File: config.mk
export PLATFORM = sky130hd
export DESIGN_NAME = otter_hazard_unit
export DESIGN_NICKNAME = d
export VERILOG_FILES = /design/src/rtl/otter_pipe_pkg.sv /design/src/rtl/otter_fwd_match.sv /design/src/rtl/otter_hazard_unit.sv
export SDC_FILE = /design/constraint.sdc
export NUM_CORES = 1
export LEC_CHECK = 0
export CAP_MARGIN = 20
export CORE_ASPECT_RATIO = 1.2
export CORE_UTILIZATION = 40
export DETAILED_ROUTE_END_ITERATION = 8
export GPL_TIMING_DRIVEN = 0
export PLACE_DENSITY = 0.69
export SLEW_MARGIN = 20
export SYNTH_ARGS = -nofsm -noshare
export SYNTH_HDL_FRONTEND = slang
export SYNTH_SLANG_ARGS = --single-unit
File: constraint.sdc
create_clock -name CLK -period 2.2 [get_ports CLK]
set_input_delay 0.33 -clock CLK [delete_from_list [all_inputs] [get_ports CLK]]
set_output_delay 0.33 -clock CLK [all_outputs]
set_load 0.005 [all_outputs]
File: src/rtl/otter_pipe_pkg.sv
// Shared types and helpers for the OTTER hazard/forwarding logic.
package otter_pipe_pkg;

    // One shadow-pipeline slot: a pending register write travelling down the pipe.
    typedef struct packed {
        logic       valid;
        logic [4:0] rd;
        logic       is_load;
    } hz_entry_t;

    // Forward-select value meaning "take the operand from the register file".
    localparam int FWD_RF = 0;

    // Select width: wide enough to encode 0 (register file) plus stages 1..nstages.
    function automatic int selw(input int nstages);
        return $clog2(nstages + 1);
    endfunction

endpackage

File: src/rtl/otter_fwd_match.sv
// One decode source operand checked against every in-flight destination.
// The youngest matching stage decides between forwarding and stalling.
module otter_fwd_match
    import otter_pipe_pkg::*;
#(
    parameter int NSTAGES    = 3,
    parameter int LOAD_READY = 3,
    parameter int FWD_EN     = 1,
    parameter int SELW       = 2
) (
    input  logic                    dec_valid,
    input  logic [4:0]              rs,
    input  logic                    rs_used,
    input  hz_entry_t [NSTAGES-1:0] entries,   // index 0 is stage 1 (EX)
    output logic                    stall_req,
    output logic [SELW-1:0]         sel
);

    logic hit;

    // Scan youngest to oldest; the first hit wins, later hits are shadowed.
    always_comb begin
        stall_req = 1'b0;
        sel       = SELW'(FWD_RF);
        hit       = 1'b0;
        for (int k = 0; k < NSTAGES; k++) begin
            if (!hit && dec_valid && rs_used && (rs != 5'd0) &&
                entries[k].valid && (entries[k].rd == rs)) begin
                hit = 1'b1;
                // Load data only exists from LOAD_READY onward; without
                // forwarding nothing in flight is usable.
                if ((FWD_EN != 0) && !(entries[k].is_load && ((k + 1) < LOAD_READY)))
                    sel = SELW'(k + 1);
                else
                    stall_req = 1'b1;
            end
        end
    end

endmodule

File: src/rtl/otter_hazard_unit.sv
// Hazard and forwarding unit: shadow pipeline of pending writes, per-operand
// forward selects, a global stall and a saturating stall-cycle counter.
module otter_hazard_unit
    import otter_pipe_pkg::*;
#(
    parameter int  NSTAGES    = 3,
    parameter int  NSRC       = 2,
    parameter int  LOAD_READY = 3,
    parameter int  FWD_EN     = 1,
    parameter int  CNT_W      = 16,
    localparam int SELW       = selw(NSTAGES)
) (
    input  logic                   CLK,
    input  logic                   RST,
    input  logic                   DEC_VALID,
    input  logic [NSRC*5-1:0]      DEC_RS,
    input  logic [NSRC-1:0]        DEC_RS_USED,
    input  logic [4:0]             DEC_RD,
    input  logic                   DEC_WE,
    input  logic                   DEC_IS_LOAD,
    input  logic                   FLUSH,
    output logic                   STALL,
    output logic [NSRC*SELW-1:0]   FWD_SEL,
    output logic [NSTAGES-1:0]     STAGE_VALID,
    output logic [CNT_W-1:0]       STALL_CNT
);

    hz_entry_t [NSTAGES-1:0]      entry_q, entry_d;
    logic                         init_q, init_d;
    logic [CNT_W-1:0]             cnt_q, cnt_d;
    logic [NSRC-1:0]              stall_req;
    logic [NSRC-1:0][SELW-1:0]    sel;
    logic                         stall;

    for (genvar i = 0; i < NSRC; i++) begin : g_src
        otter_fwd_match #(
            .NSTAGES    (NSTAGES),
            .LOAD_READY (LOAD_READY),
            .FWD_EN     (FWD_EN),
            .SELW       (SELW)
        ) u_match (
            .dec_valid (DEC_VALID),
            .rs        (DEC_RS[5*i +: 5]),
            .rs_used   (DEC_RS_USED[i]),
            .entries   (entry_q),
            .stall_req (stall_req[i]),
            .sel       (sel[i])
        );
    end

    // init_q marks the first cycle out of reset, where outputs are held quiet.
    assign stall       = (|stall_req) & ~FLUSH & ~init_q;
    assign STALL       = stall;
    assign FWD_SEL     = init_q ? '0 : sel;
    assign STALL_CNT   = cnt_q;

    // Debug view of the shadow valid bits.
    always_comb begin
        STAGE_VALID = '0;
        for (int k = 0; k < NSTAGES; k++)
            STAGE_VALID[k] = entry_q[k].valid & ~init_q;
    end

    // Advance the shadow pipe; a stalled or flushed decode slot becomes a bubble.
    always_comb begin
        entry_d = '0;
        for (int k = 1; k < NSTAGES; k++)
            entry_d[k] = entry_q[k-1];
        if (DEC_VALID && DEC_WE && (DEC_RD != 5'd0) && !stall && !FLUSH) begin
            entry_d[0].valid   = 1'b1;
            entry_d[0].rd      = DEC_RD;
            entry_d[0].is_load = DEC_IS_LOAD;
        end
    end

    // Next values for the init flag and the saturating stall counter.
    always_comb begin
        init_d = 1'b0;
        cnt_d  = cnt_q;
        if (stall && (cnt_q != '1))
            cnt_d = cnt_q + 1'b1;
    end

    // State registers, all cleared asynchronously.
    always_ff @(posedge CLK or posedge RST) begin
        if (RST) begin
            entry_q <= '0;
            init_q  <= 1'b1;
            cnt_q   <= '0;
        end else begin
            entry_q <= entry_d;
            init_q  <= init_d;
            cnt_q   <= cnt_d;
        end
    end

endmodule

==> run summary, run 1 <==
STATUS
---------------------------------------------------------------------------
Outcome                                                        complete, but fails checks
Violations in the final reports                                negative setup slack

SETUP PATH
---------------------------------------------------------------------------
Register-to-Register Path Depth                                          10
Critical register-to-register path endpoint                    STALL_CNT[1]
Kind of end point of the critical path                                 flop
Critical Setup Path Class                                        reg -> reg
Critical path data arrival time                                     2500 ps
Top delay family on crit path                                  simple AND/OR/NAND/NOR gates
Critical R2R Launch                                             entry_d[19]
Chain of cells forming the critical path                       xor2_2, nor4_2, nand3_1, buf_6, o22ai_4, a21boi_4, buf_4, buf_8, or2_4, mux2_4
CP max-delay cell                                              sky130_fd_sc_hd__dfrtp_1
CP Buf/Inv Count                                                          3
R2R setup slack                                                     -130 ps
CP Data Required Time                                               2370 ps
Longest individual stage delay on the worst path                     420 ps
Worst-path maximum fanout                                                 7
Type of element launching the critical path                            flop

LOGIC SYNTHESIS
---------------------------------------------------------------------------
Syn Nets                                                                197
Yosys Warn Count                                                          0
Count leader, synth                                            sky130_fd_sc_hd__dfrtp_1
Synthesized area divided by synthesized cell count              11.02 sq um
Post-Synthesis Cell Area                                         1907 sq um
Ranking of synthesized cells by instance count                 sky130_fd_sc_hd__dfrtp_1 (36), sky130_fd_sc_hd__xor2_1 (30), sky130_fd_sc_hd__xnor2_1 (15), sky130_fd_sc_hd__nand2_1 (12), sky130_fd_sc_hd__nor3_1 (11)
Number of distinct library cells after synthesis                         36
Count of flip-flops with a built-in enable after synthesis                0
Asr flop ratio synth                                                 100.0%
Register area share after synthesis                                  48.62%
Post-synth top area share                                            47.24%
Commonest register cell after synthesis                        sky130_fd_sc_hd__dfrtp_1
Number of instances in the synthesized netlist                          173
Top cell type by total area after synthesis                    sky130_fd_sc_hd__dfrtp_1
Top cells by area in the synthesized netlist                   sky130_fd_sc_hd__dfrtp_1 (47%), sky130_fd_sc_hd__xor2_1 (14%), sky130_fd_sc_hd__xnor2_1 (6.9%)
Number of register bits inferred by synthesis                            37

LAYOUT
---------------------------------------------------------------------------
Filler Cells Inserted                                                   376
Final net count                                                         273
Multi-input gate area in the final layout                        1241 sq um
Synthesis-to-finish area growth                                      56.17%
FF/Latch Area                                                   927.1 sq um
Final antenna diode count                                                 0
Final Cell Area                                                  2978 sq um
Share of layout cells above drive strength 1                         34.40%

GLOBAL ROUTING
---------------------------------------------------------------------------
GRT Resource Usage Total                                             20.81%
Antenna violations before repair                                          0
Via count of the first global-routing pass                             1678
Pin count of the biggest net entering global routing                     30
Global-route wire length before repair                              7886 um
Sum of overflow across all layers after global routing                    0

PLACEMENT
---------------------------------------------------------------------------
GP Congestion                                                        0.7790
Number of buffers inserted by port buffering                             46
Detailed-placement wirelength estimate                              3154 um
Placed Area                                                      2460 sq um

ROUTING
---------------------------------------------------------------------------
Vias post-DR                                                           1603
1st-pass router iterations                                                4
Total detailed-routing wirelength                                   4952 um
Number of DRC violations after detailed routing                           0
Wire per inst                                                      16.08 um
DR iter-0 viols                                                          77
Via-per-instance ratio                                                5.205
Count of antenna-violating nets left after detailed routing               0

TIMING
---------------------------------------------------------------------------
Total Negative Setup Slacks                                       -727.5 ps
Setup slack of the critical path after layout                     -129.1 ps
Setup repair after global routing missed its margin                    true
Hold Vio Cnt, Final                                                       0
Final critical-path required period                                 2329 ps
Max-slew violation count                                                  0
FMAX                                                             0.4294 GHz
Post-route clock skew                                              9.208 ps
Period Utilization, post-route                                       105.9%
Number of failing setup endpoints in the final timing report             12

MIN PATH
---------------------------------------------------------------------------
Type of the tightest min-delay check                            in -> async

CTS
---------------------------------------------------------------------------
Cts bufs inserted                                                         5
Clock sink count                                                         37
H-tree lvl count                                                          2
CTS max path bufs                                                         2
Root Buffer Master                                             sky130_fd_sc_hd__clkbuf_8
Clock Pin Slew Worst Setup and Hold Paths                             70 ps
Worst skew pair latency                                              280 ps
CTS tree                                                                yes

FLOORPLAN
---------------------------------------------------------------------------
Top-level I/O count                                                      47
Std-Cell Rows                                                            27
Initial Utilization                                                  41.50%
Area of the die                                                  5049 sq um
Floorplan die height                                               77.64 um
Die extent in x                                                    65.03 um
Placeable core region                                            4594 sq um

PWR
---------------------------------------------------------------------------
Power per cell area                                            442.6 nW/um^2
Peak supply drop                                                  0.3553 mV
Standby leakage power                                              1.412 nW

RUN
---------------------------------------------------------------------------
Count of maximum capacitance violations                                   0

## worst max-delay path by stage
stage	slack, ps	startpoint	to	cells past startpoint
floorplan	120	DEC_RS[5]	STALL_CNT[1]	7
global placement	-1040	DEC_RS[0]	STALL	9
detailed placement	-1040	DEC_RS[0]	STALL	9
CTS	-180	entry_d[16]	STALL	9
global route	-280	entry_d[19]	STALL	9
finish	-130	entry_d[19]	STALL_CNT[1]	10
## cells by family (layout without fill, tap and decap cells)
family	after synthesis	after routing	synth area share [%]
AOI/OAI and AO/OA	14	14	7.152
xor gates and xnor gates	45	45	20.67
adders and majority gates	1	1	0.6561
buffers and inverters	3	80	0.7872
DFF	37	37	48.62
muxes	3	3	1.772
other	1	1	0.1967
and+or+nand+nor	69	69	20.14
## flip-flops by register name, indices dropped and copies added (netlist names)
signal     flops
init_q         1
entry_d       14
entry_q        6
STALL_CNT     16
## area by class of cell
type | instances | share of cell area (%)
multi-input cells | 133 | 41.68
flip-flops and latches | 37 | 31.13
repair buffers | 69 | 21.26
clock buffers | 7 | 2.563
well taps | 58 | 2.437
plain buffers | 2 | 0.6303
clock inverters | 1 | 0.1681
inverters | 1 | 0.1261
## metal layers
layer / up-vias / track usage, % / share of wire (%)
met5: - / 0 / 0
met4: 0 / 8.261 / 2.1
met3: 10 / 4.265 / 4.8
met2: 40 / 35.21 / 54
met1: 800 / 25.59 / 39
li1: 753 / - / -
## cell usage in the layout (no fill, tap or decap), types with 4 or more instances in the layout
| cell type | instances |
|---|---|
| sky130_fd_sc_hd__nand2_1 | 12 |
| sky130_fd_sc_hd__nor2_1 | 6 |
| sky130_fd_sc_hd__xnor2_1 | 15 |
| sky130_fd_sc_hd__buf_6 | 4 |
| sky130_fd_sc_hd__nand4_1 | 5 |
| sky130_fd_sc_hd__clkbuf_8 | 5 |
| sky130_fd_sc_hd__dfrtp_1 | 36 |
| sky130_fd_sc_hd__clkdlybuf4s50_1 | 31 |
| sky130_fd_sc_hd__nor3_4 | 9 |
| sky130_fd_sc_hd__buf_2 | 9 |
| sky130_fd_sc_hd__nand3_1 | 4 |
| sky130_fd_sc_hd__xor2_1 | 29 |
| sky130_fd_sc_hd__buf_4 | 17 |
## power by group
part | switching, mW | total, mW | internal (mW) | leakage, nW
registers | 0.0120 | 0.704 | 0.692 | 0.508
clock network | 0.223 | 0.445 | 0.222 | 0.0422
logic | 0.0859 | 0.169 | 0.0827 | 0.862
## per-stage QoR
| stage | cells | total power [mW] | worst slack, ps | hold slack (ps) | util (%) |
|---|---|---|---|---|---|
| 2_1_floorplan | 173 | 0.7778 | 123.4 | 384.0 | - |
| 3_3_place_gp | 277 | 0.8523 | -1039 | 412.7 | 53.10 |
| 3_5_place_dp | 278 | 0.8584 | -1045 | 416.9 | 53.54 |
| 4_1_cts | 297 | 1.312 | -176.8 | 287.9 | 60.27 |
| 5_1_grt | 308 | 1.369 | -275.1 | 305.6 | 64.81 |
| 6_report | 308 | 1.318 | -129.1 | 293.7 | 64.81 |
## timing repair
action / in CTS / in global routing
pin swaps: 24 / 30
hold buffers: 0 / 0
gates resized for setup: 84 / 35
buffers inserted: 11 / 11
endpoints found under the setup margin: 28 / 28
hold endpoints to repair: 0 / 0
cloned: 0 / 1
Power figures use the tool's default switching activity.
==> run 2: changes to the inputs <==
Settings changed: TNS_END_PERCENT set to 100.
==> results of run 2 <==
The final DEF is identical to that of run 1; final timing and power are the same.
